===== config.mk =====
export PLATFORM = sky130hd
export DESIGN_NAME = unstacker_flat
export DESIGN_NICKNAME = d
export VERILOG_FILES = /design/src/rtl/audio_stream_pkg.sv /design/src/rtl/unstacker_if.sv /design/src/rtl/unstacker.sv /design/src/flat_wrapper.sv
export SDC_FILE = /design/constraint.sdc
export NUM_CORES = 1
export LEC_CHECK = 0
export ABC_AREA = 1
export CAP_MARGIN = 20
export CORE_MARGIN = 8
export CORE_UTILIZATION = 40
export CTS_CLUSTER_DIAMETER = 30
export CTS_CLUSTER_SIZE = 16
export DETAILED_ROUTE_END_ITERATION = 6
export PLACE_DENSITY_LB_ADDON = 0.2
export SLEW_MARGIN = 25
export SYNTH_ARGS = -nofsm -noshare
export SYNTH_HDL_FRONTEND = slang
export SYNTH_SLANG_ARGS = --single-unit

===== constraint.sdc =====
create_clock -name clk_in -period 3.3 [get_ports clk_in]
set_input_delay 0.99 -clock clk_in [delete_from_list [all_inputs] [get_ports clk_in]]
set_output_delay 0.99 -clock clk_in [all_outputs]
set_load 0.05 [all_outputs]

===== src/rtl/audio_stream_pkg.sv =====
// Shared constants and types for the audio chunk stacker/unstacker pair.
package audio_stream_pkg;

  localparam int SAMPLE_WIDTH      = 16;
  localparam int SAMPLES_PER_CHUNK = 8;
  localparam int CHUNK_WIDTH       = SAMPLE_WIDTH * SAMPLES_PER_CHUNK;
  localparam int IDX_WIDTH         = $clog2(SAMPLES_PER_CHUNK);

  typedef enum logic {EMPTY, DRAIN} unstack_state_t;

  typedef logic [SAMPLE_WIDTH-1:0] sample_t;
  typedef logic [CHUNK_WIDTH-1:0]  chunk_t;

endpackage


===== src/rtl/unstacker_if.sv =====
// Chunk-side and sample-side stream signals of the unstacker.
// slave: the unstacker's view; master: the environment around it.
interface unstacker_if #(
  parameter int SAMPLE_WIDTH      = audio_stream_pkg::SAMPLE_WIDTH,
  parameter int SAMPLES_PER_CHUNK = audio_stream_pkg::SAMPLES_PER_CHUNK
);

  logic                                      audio_chunk_tvalid;
  logic                                      audio_chunk_tready;
  logic [SAMPLE_WIDTH*SAMPLES_PER_CHUNK-1:0] audio_chunk_tdata;
  logic                                      audio_chunk_tlast;
  logic                                      audio_tvalid;
  logic                                      audio_tready;
  logic [SAMPLE_WIDTH-1:0]                   audio_tdata;
  logic                                      audio_tlast;

  modport slave (
    input  audio_chunk_tvalid, audio_chunk_tdata, audio_chunk_tlast, audio_tready,
    output audio_chunk_tready, audio_tvalid, audio_tdata, audio_tlast
  );

  modport master (
    output audio_chunk_tvalid, audio_chunk_tdata, audio_chunk_tlast, audio_tready,
    input  audio_chunk_tready, audio_tvalid, audio_tdata, audio_tlast
  );

endinterface


===== src/rtl/unstacker.sv =====
// Serializes wide memory chunks into audio samples, least-significant first,
// with a zero-bubble handoff between back-to-back chunks.
module unstacker #(
  parameter int SAMPLE_WIDTH      = audio_stream_pkg::SAMPLE_WIDTH,
  parameter int SAMPLES_PER_CHUNK = audio_stream_pkg::SAMPLES_PER_CHUNK
) (
  input logic       clk_in,
  input logic       rst_n_in,
  unstacker_if.slave bus
);

  import audio_stream_pkg::*;

  localparam int CW = SAMPLE_WIDTH * SAMPLES_PER_CHUNK;
  localparam int IW = (SAMPLES_PER_CHUNK > 1) ? $clog2(SAMPLES_PER_CHUNK) : 1;
  localparam logic [IW-1:0] LAST_IDX = IW'(SAMPLES_PER_CHUNK - 1);

  unstack_state_t state, state_next;
  logic [CW-1:0]  hold, hold_next;
  logic [IW-1:0]  idx, idx_next;
  logic           chunk_last, chunk_last_next;

  logic last_idx;
  logic chunk_tready;
  logic accept_in;
  logic accept_out;
  logic tvalid;

  // Handshake decode; chunk ready only reaches back through audio_tready.
  always_comb begin
    last_idx     = (idx == LAST_IDX);
    tvalid       = (state == DRAIN);
    chunk_tready = rst_n_in && ((state == EMPTY) || (last_idx && bus.audio_tready));
    accept_in    = bus.audio_chunk_tvalid && chunk_tready;
    accept_out   = tvalid && bus.audio_tready;
  end

  // Next-state: load on accept, step through samples, hand off or empty after the last.
  always_comb begin
    state_next      = state;
    hold_next       = hold;
    idx_next        = idx;
    chunk_last_next = chunk_last;
    case (state)
      EMPTY: begin
        if (accept_in) begin
          state_next      = DRAIN;
          hold_next       = bus.audio_chunk_tdata;
          idx_next        = '0;
          chunk_last_next = bus.audio_chunk_tlast;
        end
      end
      DRAIN: begin
        if (accept_out) begin
          if (!last_idx) begin
            idx_next = idx + 1'b1;
          end else if (accept_in) begin
            hold_next       = bus.audio_chunk_tdata;
            idx_next        = '0;
            chunk_last_next = bus.audio_chunk_tlast;
          end else begin
            state_next = EMPTY;
          end
        end
      end
      default: state_next = EMPTY;
    endcase
  end

  // State register with synchronous active-low reset.
  always_ff @(posedge clk_in) begin
    if (!rst_n_in) begin
      state      <= EMPTY;
      hold       <= '0;
      idx        <= '0;
      chunk_last <= 1'b0;
    end else begin
      state      <= state_next;
      hold       <= hold_next;
      idx        <= idx_next;
      chunk_last <= chunk_last_next;
    end
  end

  assign bus.audio_chunk_tready = chunk_tready;
  assign bus.audio_tvalid       = tvalid;
  assign bus.audio_tdata        = tvalid ? hold[idx*SAMPLE_WIDTH +: SAMPLE_WIDTH] : '0;
  assign bus.audio_tlast        = chunk_last && last_idx && tvalid;

endmodule


===== src/flat_wrapper.sv =====
// flat-port wrapper written by rule: the top's interface ports become plain ports
module unstacker_flat import audio_stream_pkg::*;
#(
  parameter int SAMPLE_WIDTH      = audio_stream_pkg::SAMPLE_WIDTH,
  parameter int SAMPLES_PER_CHUNK = audio_stream_pkg::SAMPLES_PER_CHUNK
)
  (clk_in, rst_n_in, bus_audio_chunk_tvalid, bus_audio_chunk_tdata, bus_audio_chunk_tlast, bus_audio_tready, bus_audio_chunk_tready, bus_audio_tvalid, bus_audio_tdata, bus_audio_tlast);
  unstacker_if #(.SAMPLE_WIDTH(SAMPLE_WIDTH), .SAMPLES_PER_CHUNK(SAMPLES_PER_CHUNK)) bus_i ();
  input logic clk_in;
  input logic rst_n_in;
  input wire logic [$bits(bus_i.audio_chunk_tvalid)-1:0] bus_audio_chunk_tvalid;
  input wire logic [$bits(bus_i.audio_chunk_tdata)-1:0] bus_audio_chunk_tdata;
  input wire logic [$bits(bus_i.audio_chunk_tlast)-1:0] bus_audio_chunk_tlast;
  input wire logic [$bits(bus_i.audio_tready)-1:0] bus_audio_tready;
  output wire logic [$bits(bus_i.audio_chunk_tready)-1:0] bus_audio_chunk_tready;
  output wire logic [$bits(bus_i.audio_tvalid)-1:0] bus_audio_tvalid;
  output wire logic [$bits(bus_i.audio_tdata)-1:0] bus_audio_tdata;
  output wire logic [$bits(bus_i.audio_tlast)-1:0] bus_audio_tlast;
  assign bus_i.audio_chunk_tvalid = bus_audio_chunk_tvalid;
  assign bus_i.audio_chunk_tdata = bus_audio_chunk_tdata;
  assign bus_i.audio_chunk_tlast = bus_audio_chunk_tlast;
  assign bus_i.audio_tready = bus_audio_tready;
  assign bus_audio_chunk_tready = bus_i.audio_chunk_tready;
  assign bus_audio_tvalid = bus_i.audio_tvalid;
  assign bus_audio_tdata = bus_i.audio_tdata;
  assign bus_audio_tlast = bus_i.audio_tlast;
  unstacker #(.SAMPLE_WIDTH(SAMPLE_WIDTH), .SAMPLES_PER_CHUNK(SAMPLES_PER_CHUNK)) u_core (.clk_in(clk_in), .rst_n_in(rst_n_in), .bus(bus_i));
endmodule

# [Word level (Yosys, flattened, before mapping)]
# Cells that the tools add are included.
[word_totals] reg_bits=133
[op_classes] add_sub_neg=1 eq_ne=3 n_shift=1 mux=17 bitwise_logic=1 reduce_logical=8
[ops] op="128-bit two-way mux" count=3
[ops] op="128-bit case mux with 2 select lines" count=1
[ops] op="128-bit by 8-bit variable part select with 16-bit output" count=1
[ops] op="16-bit two-way mux" count=1
[ops] op="3-bit two-way mux" count=3
[ops] op="1-bit logical AND" count=6
[ops] op="1-bit two-way mux" count=6
[ops] op="3-bit case mux with 2 select lines" count=1
[ops] op="2-bit != test, second input constant" count=2
[ops] op="1-bit case mux with 2 select lines" count=2
[ops] op="3-bit by 1-bit adder with 3-bit output, second input constant" count=1
[ops] op="3-bit equality test, second input constant" count=1
[ops] op="2-bit AND reduction" count=1
[ops] op="1-bit logical OR" count=1
[ops] op="1-bit inverter" count=1

# [Depth between registers and ports, before layout]
# Gate-level depths: netlist (run 1).
[depth] depth_word=9 ltp_mapped=9

# [Least setup slack after synthesis (run 1)]
# Ideal clock, no wire load.
[synth_timing] path_type="flip-flop to output port" start="reg u_core.state, in the netlist u_core.bus.audio_tvalid" end="out bus_audio_tdata[10]" arrival_ns=2.004 required_ns=2.310 setup_slack_ns=0.306 path_stages_with_launch=5 cell_sequence="dfxtp_1 buf_1 buf_1 nand2_1 nor2_1"
[synth_via] elab_chain_cells=1
[synth_lines] item="start: declaration" line="unstacker.sv:18" rtl="unstack_state_t state, state_next;"
[synth_lines] item="start signal: assignment" line="unstacker.sv:78" rtl="state <= state_next;"
[synth_lines] item="16-bit two-way mux" line="unstacker.sv:87" rtl="assign bus.audio_tdata = tvalid ? hold[idx*SAMPLE_WIDTH +: SAMPLE_WIDTH] : '0;"
[synth_lines] item="end: declaration" line="flat_wrapper.sv:17" rtl="output wire logic [$bits(bus_i.audio_tdata)-1:0] bus_audio_tdata;"
# No other way between the ends.

# [Worst setup path after layout (run 1)]
[layout_timing] start="reg u_core.idx[0]" end="out bus_audio_tdata[8]"
[layout_via] elab_chain_cells=2
[layout_lines] item="start: declaration" line="unstacker.sv:20" rtl="logic [IW-1:0] idx, idx_next;"
[layout_lines] item="start signal: assignment" line="unstacker.sv:80" rtl="idx <= idx_next;"
[layout_lines] item="128-bit by 8-bit variable part select with 16-bit output" line="unstacker.sv:87"
[layout_lines] item="16-bit two-way mux" line="unstacker.sv:87"
# No other way between the ends.

==> results of run 1 <==
## layer usage
layer | GRT usage [%] | wire, um | up-vias
met5 | 0 | 0 | -
met4 | 7.40 | 403 | 0
met3 | 6.42 | 1470 | 28
met2 | 32.2 | 9080 | 191
met1 | 26.0 | 8610 | 2759
li1 | - | - | 3060
## through the flow
stage | setup WS [ns] | cell area (um2) | util (%) | std cells
6_report | 0.131 | 8330 | 57.5 | 1173
5_1_grt | 0.0397 | 8330 | 57.5 | 1173
3_5_place_dp | 0.225 | 7740 | 53.5 | 1141
3_3_place_gp | 0.273 | 7740 | 53.5 | 1141
2_1_floorplan | 0.306 | 5920 | - | 860
4_1_cts | 0.120 | 8330 | 57.5 | 1173
## what timing repair did
item,4_1_cts,5_1_grt
resized for setup,0,1
buffers inserted,0,0
setup endpoints to repair,0,1
## report_power, final
part / switching (mW) / leakage [nW] / total (mW) / internal (mW)
clock network: 0.691 / 0.289 / 1.88 / 1.18
registers: 0.0406 / 1.09 / 1.76 / 1.72
logic: 0.386 / 2.07 / 0.701 / 0.314
## final cells by class
| class | instances | area (um2) |
|---|---|---|
| tap | 184 | 230 |
| multi-input combinational | 567 | 2640 |
| timing repair buffer | 169 | 1870 |
| clock buffer | 23 | 488 |
| inverter | 88 | 330 |
| sequential | 133 | 2660 |
| fill | 1374 | 6150 |
| clock inverter | 9 | 100 |
## Yosys cell counts (2+ instances only)
master    instances  area [um2]
nand3_1         226        1130
nand2_1         135         507
dfxtp_1         133        2660
o21ai_0         103         515
inv_1            88         330
nor2_1           50         188
clkbuf_1         40         150
o21ai_1          28         140
buf_2            24         120
a21oi_1          18        90.1
buf_1             8        30.0
ha_1              2        25.0
## path summary, 6_finish.rpt
| path | end | slack (ns) |
|---|---|---|
| setup / recovery | bus_audio_tdata[8] | 0.13 |
| hold / removal | u_core.hold[0] | 0.46 |
| setup reg to reg | u_core.hold[47] | 0.71 |
| hold reg to reg | u_core.hold[0] | 0.46 |
## worst max-delay path, cell delays in order (launching register included)
cell and delay [ns]:
dfxtp_2 0.45, buf_12 0.26, o21ai_0 0.16, o21ai_0 0.33
nor2_1 0.13, nor2_1 0.23, buf_12 0.17
## logic make-up after synthesis
| logic type | Yosys count | synth area share (%) |
|---|---|---|
| buf+inv | 160 | 10.6 |
| fa+ha+maj | 2 | 0.422 |
| xor+xnor | 1 | 0.148 |
| compound gates | 150 | 12.7 |
| simple gates | 414 | 31.1 |
| flops | 133 | 44.9 |
## flip-flops by register name (all words and copies together), names as in the netlist
| name | count |
|---|---|
| u_core.chunk_last | 1 |
| u_core.hold | 128 |
| u_core.bus.audio_tvalid | 1 |
| u_core.idx | 3 |
==> out/results.tsv, run 1 <==
stage	metric	value	unit
run_status	status	finished, final reports clean	
clocking	clock sinks	133	
critical_path	worst-path fanout max	54	
timing	fin crit share	96.0	%
power_and_ir_drop	PwrDens	521	nW/um2
timing	RSZ-0062 raised after global routing	false	
floorplanning	row count	44	
clocking	CTS tree	yes	
grt	vias in the first global route	5841	
logic_synthesis	asr flop ratio synth	0	%
logic_synthesis	Post-Syn Nets	995	
power_and_ir_drop	Power Total	4.34	mW
route	# DRC	0	
floorplanning	Core Area	14500	um2
critical_path	kind of start point of the critical path	flip-flop	
floorplanning	Die X	138	um
floorplanning	starting density of the core	40.9	%
cells_and_area	Area Growth Syn to Fin	40.6	%
critical_path	Critical Path Source	u_core.idx[0]	
grt	largest net degree at the start of global routing	84	
clocking	clock transition at the registers of the reported paths	0.05	ns
place	I/O Buffers	151	
clocking	root buf cell	clkbuf_16	
timing	Rel. slew slack	64.9	%
logic_synthesis	sequential-to-total area share from yosys stat	44.9	%
critical_path	beginning of the worst register-to-register path	u_core.idx[1]	
route	DR WL/cell	16.7	um
logic_synthesis	number of flops mapped to enable cells by yosys	0	
critical_path	CP arrival	2.18	ns
floorplanning	Die Area	19000	um2
min_path	Hold Path Depth	2	
timing	Setup TNS	0	ns
min_path	worst hold path startpoint	u_core.hold[0]	
clocking	H-tree depth	4	
floorplanning	boundary pin count	152	
logic_synthesis	Unique masters post-synth	17	
clocking	Clock Latency Late Sink	0.42	ns
timing	final setup vio count	0	
route	vias per inst	5.15	
power_and_ir_drop	Worst IR Drop VDD	0.345	mV
route	DR pass1 iterations	5	
power_and_ir_drop	leakage	3.45	nW
route	DR vias	6038	
timing	Fin. Hold Viols	0	
cells_and_area	ANT cells	0	
cells_and_area	commonest non-fill, non-tap cell in the layout	nand3_1	
cells_and_area	Layout Nets	1111	
timing	fmax	316	MHz
place	dpl hpwl	13700	um
logic_synthesis	Synth warnings	0	
route	Routed WL	19600	um
logic_synthesis	Synth Flop Type	dfxtp_1	
min_path	worst hold path class	flip-flop to flip-flop	
grt	overflow left after global routing	0	
critical_path	critical path type	flip-flop to primary output	
timing	clk_skew	0.00898	ns
clocking	Num CTS Buffers	17	
logic_synthesis	post-synthesis register bit count	133	
logic_synthesis	Syn Std Cell Area	5920	um2
logic_synthesis	Syn Area/Cell	6.89	um2
timing	Slew Limit Fails	0	
timing	worst slew pin tran	0.526	ns
cells_and_area	layout cells sized above 1	7.18	%
floorplanning	die height	138	um
grt	antenna violations before repair	0	
critical_path	R2R depth	9	
route	Initial DRC Count	587	
cells_and_area	most frequent cells in the layout	nand3_1, nand2_1, clkdlybuf4s50_1, dfxtp_1, o21ai_0	
critical_path	Worst EP required	2.31	ns
critical_path	CP Capture Type	primary output	
grt	GR Util All Layers	20.5	%
grt	first-pass GRT wire length	30100	um
clocking	hold-fix buffers at CTS	0	
flow_run	Max Cap Viol	0	
timing	hold_ws	0.463	ns
logic_synthesis	Mapped Cells	860	
place	Placer Congestion	0.815	
route	Final ANT Viol Nets	0	
clocking	worst-case clock buffer depth	2	
timing	fin crit period	3.17	ns
Power figures use the tool's default switching activity.
==> run 2, diff against run 1 <==
- REMOVE_ABC_BUFFERS: default -> 1
- clock period: 3.3 -> 3.8 ns (I/O delays scaled with it)
==> run 2 against run 1 <==
Net effect: die area is the same; sequential power shrank 14%; first-iteration DRC count shrank 55%; non-clock buffer count grew 1; utilization shrank 1.1 points; sequential cell count is the same; critical path type unchanged; largest cell class unchanged; largest power group unchanged.
==> out/results.tsv, run 2 (same netlist as run 1, synthesis figures left out) <==
stage	metric	value	unit	change
critical_path	Worst EP required	2.66	ns	+0.35 ns
cells_and_area	Layout Nets	1112		+0.090%
grt	GR Util All Layers	19.3	%	-1.2 points
cells_and_area	largest registers	u_core.hold: 128 flops, u_core.idx: 3 flops		
critical_path	CP Capture Type	primary output		
place	Area after DPL	7520	um2	-2.8%
grt	first-pass GRT wire length	28900	um	-3.9%
critical_path	worst-path fanout max	46		-15%
cells_and_area	Fillers	1426		+3.8%
cells_and_area	max reg flops	128		unchanged
power_and_ir_drop	Gate power share	14.4	%	-1.8 points
route	Routed WL	17900	um	-8.4%
floorplanning	starting density of the core	40.9	%	unchanged
power_and_ir_drop	PwrDens	475	nW/um2	-8.8%
clocking	root buf cell	clkbuf_16		
cells_and_area	Finished Cell Area	8170	um2	-1.8%
flow_run	Max Cap Viol	0		unchanged
critical_path	R2R depth	10		+1
route	DR pass1 iterations	4		-1
timing	clk_skew	0.00532	ns	-0.00366 ns
timing	RSZ-0062 raised after global routing	false		
timing	fmax	285	MHz	
run_status	status	finished, final reports clean		
critical_path	slowest cell on the critical path	buf_4		
timing	fin crit period	3.51	ns	
clocking	clock sinks	133		unchanged
floorplanning	Core Area	14500	um2	unchanged
floorplanning	Die Area	19000	um2	unchanged
grt	antenna violations before repair	0		unchanged
place	Placer Congestion	0.753		-7.6%
cells_and_area	commonest non-fill, non-tap cell in the layout	nand3_1		
clocking	post-cts sizing count	0		unchanged
floorplanning	row count	44		unchanged
clocking	worst-case clock buffer depth	2		unchanged
timing	Fin. Hold Viols	0		unchanged
clocking	post-CTS setup buffers	0		unchanged
clocking	hold-fix buffers at CTS	0		unchanged
clocking	Num CTS Buffers	17		unchanged
cells_and_area	Biggest register	u_core.hold		
cells_and_area	ANT cells	0		unchanged
power_and_ir_drop	leakage	3.44	nW	-0.45%
clocking	clock transition at the registers of the reported paths	0.05	ns	about the same
critical_path	CP arrival	2.37	ns	+0.19 ns
grt	largest net degree at the start of global routing	131		+56%
power_and_ir_drop	Clock Power Share	46.3	%	+3.0 points
cells_and_area	Final Core Density	56.5	%	-1.1 points
timing	fin crit share	92.5	%	
route	vias per inst	5.05		-1.8%
place	dpl hpwl	11600	um	-16%
min_path	worst hold path class	flip-flop to flip-flop		
timing	Rel. slew slack	47.1	%	-18 points
min_path	Hold Path Depth	2		unchanged
critical_path	kind of start point of the critical path	flip-flop		
cells_and_area	Area Growth Syn to Fin	38.0	%	
critical_path	CP cell instances	buf_4, buf_4, o21ai_0, o21ai_0, nor2_1, nor2_1, buf_4		
route	DR vias	5934		-1.7%
power_and_ir_drop	internal power	2.94	mW	-8.7%
power_and_ir_drop	sw frac	24.3	%	-1.5 points
critical_path	Crit path largest cell delay	0.45	ns	about the same
floorplanning	boundary pin count	152		unchanged
place	I/O Buffers	151		unchanged
power_and_ir_drop	Sw Pwr	0.942	mW	-16%
floorplanning	die height	138	um	unchanged
timing	Slew Limit Fails	0		unchanged
clocking	H-tree depth	4		unchanged
clocking	CTS tree	yes		
critical_path	cell mode on critical path	buf_4		
route	Final ANT Viol Nets	0		unchanged
power_and_ir_drop	part of the power in registers	39.3	%	-1.3 points
timing	worst slew pin tran	0.793	ns	+0.267 ns
critical_path	critical path type	flip-flop to primary output		
grt	vias in the first global route	5875		+0.58%
route	DR WL/cell	15.3	um	-8.5%
clocking	Clock Latency Late Sink	0.41	ns	about the same
cells_and_area	most frequent cells in the layout	nand3_1, nand2_1, dfxtp_1		
route	Initial DRC Count	264		-55%
grt	overflow left after global routing	0		unchanged
cells_and_area	layout cells sized above 1	7.68	%	+0.50 points
power_and_ir_drop	Worst IR Drop VDD	0.292	mV	-15%
floorplanning	Die X	138	um	unchanged
route	# DRC	0		unchanged
timing	final setup vio count	0		unchanged
-- run 2: cell count changes in the layout (fill, tap and decap cells not counted), sizes merged --
cell,delta
clkinvlp,-1
clkbuf,+1
clkdlybuf4s50,-1
buf,+2
bufinv,+2
clkinv,-2
-- run 2: final timing paths --
check / from / endpoint / slack [ns]
hold / removal: u_core.hold[12] / u_core.hold[12] / 0.46
setup reg to reg: u_core.idx[1] / u_core.hold[118] / 0.67
setup / recovery: u_core.idx[0] / bus_audio_tdata[11] / 0.29
hold reg to reg: u_core.hold[12] / u_core.hold[12] / 0.46
-- run 2: layout make-up --
class	count	area, um2	area share [%]
clock inverter	8	143	1.74
timing repair buffer	170	1650	20.2
clock buffer	24	512	6.26
tap	184	230	2.82
multi-input combinational	567	2640	32.3
sequential	133	2660	32.6
inverter	88	330	4.04
-- run 2: stage by stage --
stage,power [mW],setup slack [ns],instances,hold slack [ns],TNS (ns)
after floorplan,1.83,-5.09,788,0.440,-610.16
after global placement,2.11,0.280,1142,0.449,0
after detailed placement,2.12,0.196,1142,0.454,0
after CTS,3.91,0.287,1174,0.462,0
after global routing,4.04,0.0592,1174,0.483,0
final,3.88,0.286,1174,0.459,0
-- run 2: metal layers --
layer / GRT usage, % / share of wire, % / wire length (um)
met3: 3.94 / 5.1 / 921
met1: 24.6 / 46 / 8310
met2: 31.4 / 47 / 8420
met4: 7.46 / 1.5 / 267
met5: 0 / 0 / 0
-- run 2: critical path: cells and delay by family, from the launching register on --
kind | cells | cell delay, ns
AO/OA/AOI/OAI | 2 | 0.32
buffers and inverters | 3 | 1.09
flip-flops | 1 | 0.33
AND/OR/NAND/NOR | 2 | 0.20
-- run 2: power by group through the flow --
stage                     clock (mW)  sequential [mW]  combinational, mW
after detailed placement           0             1.55              0.561
after CTS                       1.82             1.52              0.564
after global routing            1.89             1.53              0.625
after floorplan                    0             1.56              0.264
final                           1.80             1.52              0.558
after global placement             0             1.55              0.555
==> RTL change 1: new RTL, config.mk and constraints of run 2 <==
`hold` no longer has a reset.
--- a/src/rtl/unstacker.sv
+++ b/src/rtl/unstacker.sv
@@ -71,15 +71,17 @@
   always_ff @(posedge clk_in) begin
     if (!rst_n_in) begin
       state      <= EMPTY;
-      hold       <= '0;
       idx        <= '0;
       chunk_last <= 1'b0;
     end else begin
       state      <= state_next;
-      hold       <= hold_next;
       idx        <= idx_next;
       chunk_last <= chunk_last_next;
     end
+  end
+
+  always_ff @(posedge clk_in) begin
+    hold <= hold_next;
   end
 
   assign bus.audio_chunk_tready = chunk_tready;
Check against the original RTL: same outputs for any inputs over 4 cycles, from zero or initial values and one cycle with rst_n_in low; that may be too few to reach the edited logic, so the function may still have changed.
==> RTL change 1 against run 2 <==
Setup slack gained 0.014 ns. Area after synthesis decreased by 6.5%. Total power fell by 0.30%. Sequential cell count unchanged. Largest power group unchanged. Routed wire length shrank 24%. Critical endpoint is now bus_audio_chunk_tready. Critical path depth fell by 1. Largest cell class unchanged. Register-to-register slack better by 0.26 ns. Combinational power decreased by 25%. Cell area fell by 2.1%. Sequential share of layout area is 17 points higher.
==> RTL change 1: results (changes against run 2) <==
maximum number of pins on one net before global-route repair=89 (-32%); xor/xnor cell area share of the yosys netlist=0.00158 (+0.000104); hold endpoint=u_core.chunk_last; Worst R2R Start=u_core.idx[0]; peak supply drop=0.315 mV (+8.2%); share of layout cells above drive strength 1=0.0875 (+0.0108); largest cells by area after synthesis=edfxtp_1, nor2_1, nand2_1; Flop+latch power=1.69 mW (+11%); Syn Inst Count=510 (-41%); placed cell count=822 (-28%); Nets=796 (-28%); post-synthesis compound-gate area fraction=0.0488 (-0.0785); skew final=0.00727 ns (+0.00195 ns); sequential share of the synthesized area=0.712 (+0.263); pre-CTS setup slack=0.433 ns (+0.236 ns); dpl hpwl=8760 um (-24%); P_leak=3.07 nW (-11%); Internal=3.04 mW (+3.5%); Logic pwr share=0.109 (-0.035); final wirelength=13600 um (-24%); Routed WL per cell=15.9 um (+4.5%); hold wc startpoint=u_core.chunk_last; top post-synthesis cells by count=edfxtp_1, nor2_1, nand2_1; placed instance area=0.00737 mm2 (-2.0%); DR vias/cell=4.64 (-8.1%); first-pass GRT wire length=21000 um (-27%); DR iter-0 viols=278 (+5.3%); Slew HR=0.371 (-0.0994); number of synthesized flops with an enable pin=128 (+128); status=complete, no violations; Worst Reg2Reg Path Length in Cells=8 (-2)
-- RTL change 1: worst max-delay path by stage --
stage / from / end / slack [ns] / depth (start not counted)
detailed placement: bus_audio_tready / bus_audio_chunk_tready / 0.43 / 4
floorplan: u_core.idx[0] / u_core.hold[0] / -2.21 / 6
finish: u_core.idx[0] / bus_audio_chunk_tready / 0.30 / 6
global placement: bus_audio_tready / bus_audio_chunk_tready / 0.50 / 4
CTS: u_core.idx[0] / bus_audio_chunk_tready / 0.25 / 6
global route: u_core.idx[0] / bus_audio_chunk_tready / 0.08 / 6
-- RTL change 1: area by class of cell --
class | instances | area, um2
inverter | 57 | 216
fill | 1140 | 5710
sequential | 133 | 3950
clock buffer | 17 | 425
tap | 180 | 225
timing repair buffer | 157 | 1740
clock inverter | 15 | 211
multi-input combinational | 295 | 1240
-- RTL change 1: per-layer routing --
metal	vias up	GRT usage	routed length [um]
met4	0	0.0561	186
met2	132	0.253	6700
li1	1991	-	-
met1	1828	0.181	5780
met3	14	0.0580	953
met5	-	0	0
==> RTL change 2: new RTL, config.mk and constraints of run 2 <==
Made on the original files. Change the package constant `SAMPLE_WIDTH` from 16 to 24.
--- a/src/rtl/audio_stream_pkg.sv
+++ b/src/rtl/audio_stream_pkg.sv
@@ -1,7 +1,7 @@
 // Shared constants and types for the audio chunk stacker/unstacker pair.
 package audio_stream_pkg;
 
-  localparam int SAMPLE_WIDTH      = 16;
+  localparam int SAMPLE_WIDTH      = 24;
   localparam int SAMPLES_PER_CHUNK = 8;
   localparam int CHUNK_WIDTH       = SAMPLE_WIDTH * SAMPLES_PER_CHUNK;
   localparam int IDX_WIDTH         = $clog2(SAMPLES_PER_CHUNK);
Ports: changed (resized bus_audio_chunk_tdata and bus_audio_tdata); port bits go from 152 to 224. No check against the original RTL was run, so the function may have changed too.
==> RTL change 2 against run 2 <==
Utilization is 1.1 points lower. Area after synthesis is 49% higher. Cell area is 47% higher. Sequential cell count is 64 higher. Sequential power is 49% higher. Setup slack better by 0.12 ns. Total power is 27% higher. Global-route usage is 1.2 points higher. Routed wire length is 56% higher. Synthesized cell count is 48% higher. Critical endpoint is now bus_audio_tlast. Largest cell class unchanged. Largest power group is now registers.
==> RTL change 2: results (changes against run 2) <==
first-pass GRT wire length=44300 um (+53%); placed instance area=0.0114 mm2 (+52%); GP Congestion=0.792 (+5.2%); sequential share of the synthesized area=0.448 (-0.00125); top post-synthesis cells by count=nand3_1, nand2_1, dfxtp_1; post-synthesis compound-gate area fraction=0.126 (-0.00123); clk_lat worst skew=0.43 ns (+0.02 ns); xor/xnor cell area share of the yosys netlist=0.000995 (-0.000483); peak supply drop=0.268 mV (-8.1%); DR vias/cell=5.11 (+1.0%); hold endpoint=u_core.hold[130]; pre-CTS setup slack=0.459 ns (+0.263 ns); Routed met1 length=12600 um (+51%); number of port buffers=223 (+48%); Nets=1627 (+46%); vias in the first global route=8512 (+45%); Worst R2R Start=u_core.idx[0]; largest cells by area after synthesis=dfxtp_1, nand3_1, nand2_1; Reg2Reg Setup Slack=1.54 ns (+0.87 ns); highest metal used=met5; met2 Use GR=0.332 (+0.0187); met2 wire length=13100 um (+55%); Arrival @ worst endpoint=2.26 ns (-0.11 ns); status=complete, no violations; met1 Resource Use GR=0.264 (+0.0180)
RTL change 2: critical path: cells and delay by family (launching register included):
kind	cells	cell delay (ns)
buffers and inverters	2	0.96
flip-flops	1	0.69
AND/OR/NAND/NOR	1	0.18
RTL change 2: final cells by class:
class / count / area (um2)
Fill cell: 2112 / 9690
Tap cell: 280 / 350
Clock buffer: 20 / 457
Multi-Input combinational cell: 841 / 3910
Clock inverter: 12 / 136
Sequential cell: 197 / 3950
Inverter: 127 / 477
Timing Repair Buffer: 244 / 2720
RTL change 2: worst max-delay path by stage:
stage	slack (ns)	startpoint	end	depth (start not counted)
2_1_floorplan	-8.88	u_core.idx[0]	u_core.hold[163]	7
3_3_place_gp	0.44	bus_audio_tready	bus_audio_chunk_tready	4
3_5_place_dp	0.46	bus_audio_tready	bus_audio_chunk_tready	4
4_1_cts	0.39	u_core.bus.audio_tvalid	bus_audio_tlast	3
5_1_grt	0.30	u_core.bus.audio_tvalid	bus_audio_tlast	3
6_report	0.40	u_core.bus.audio_tvalid	bus_audio_tlast	3
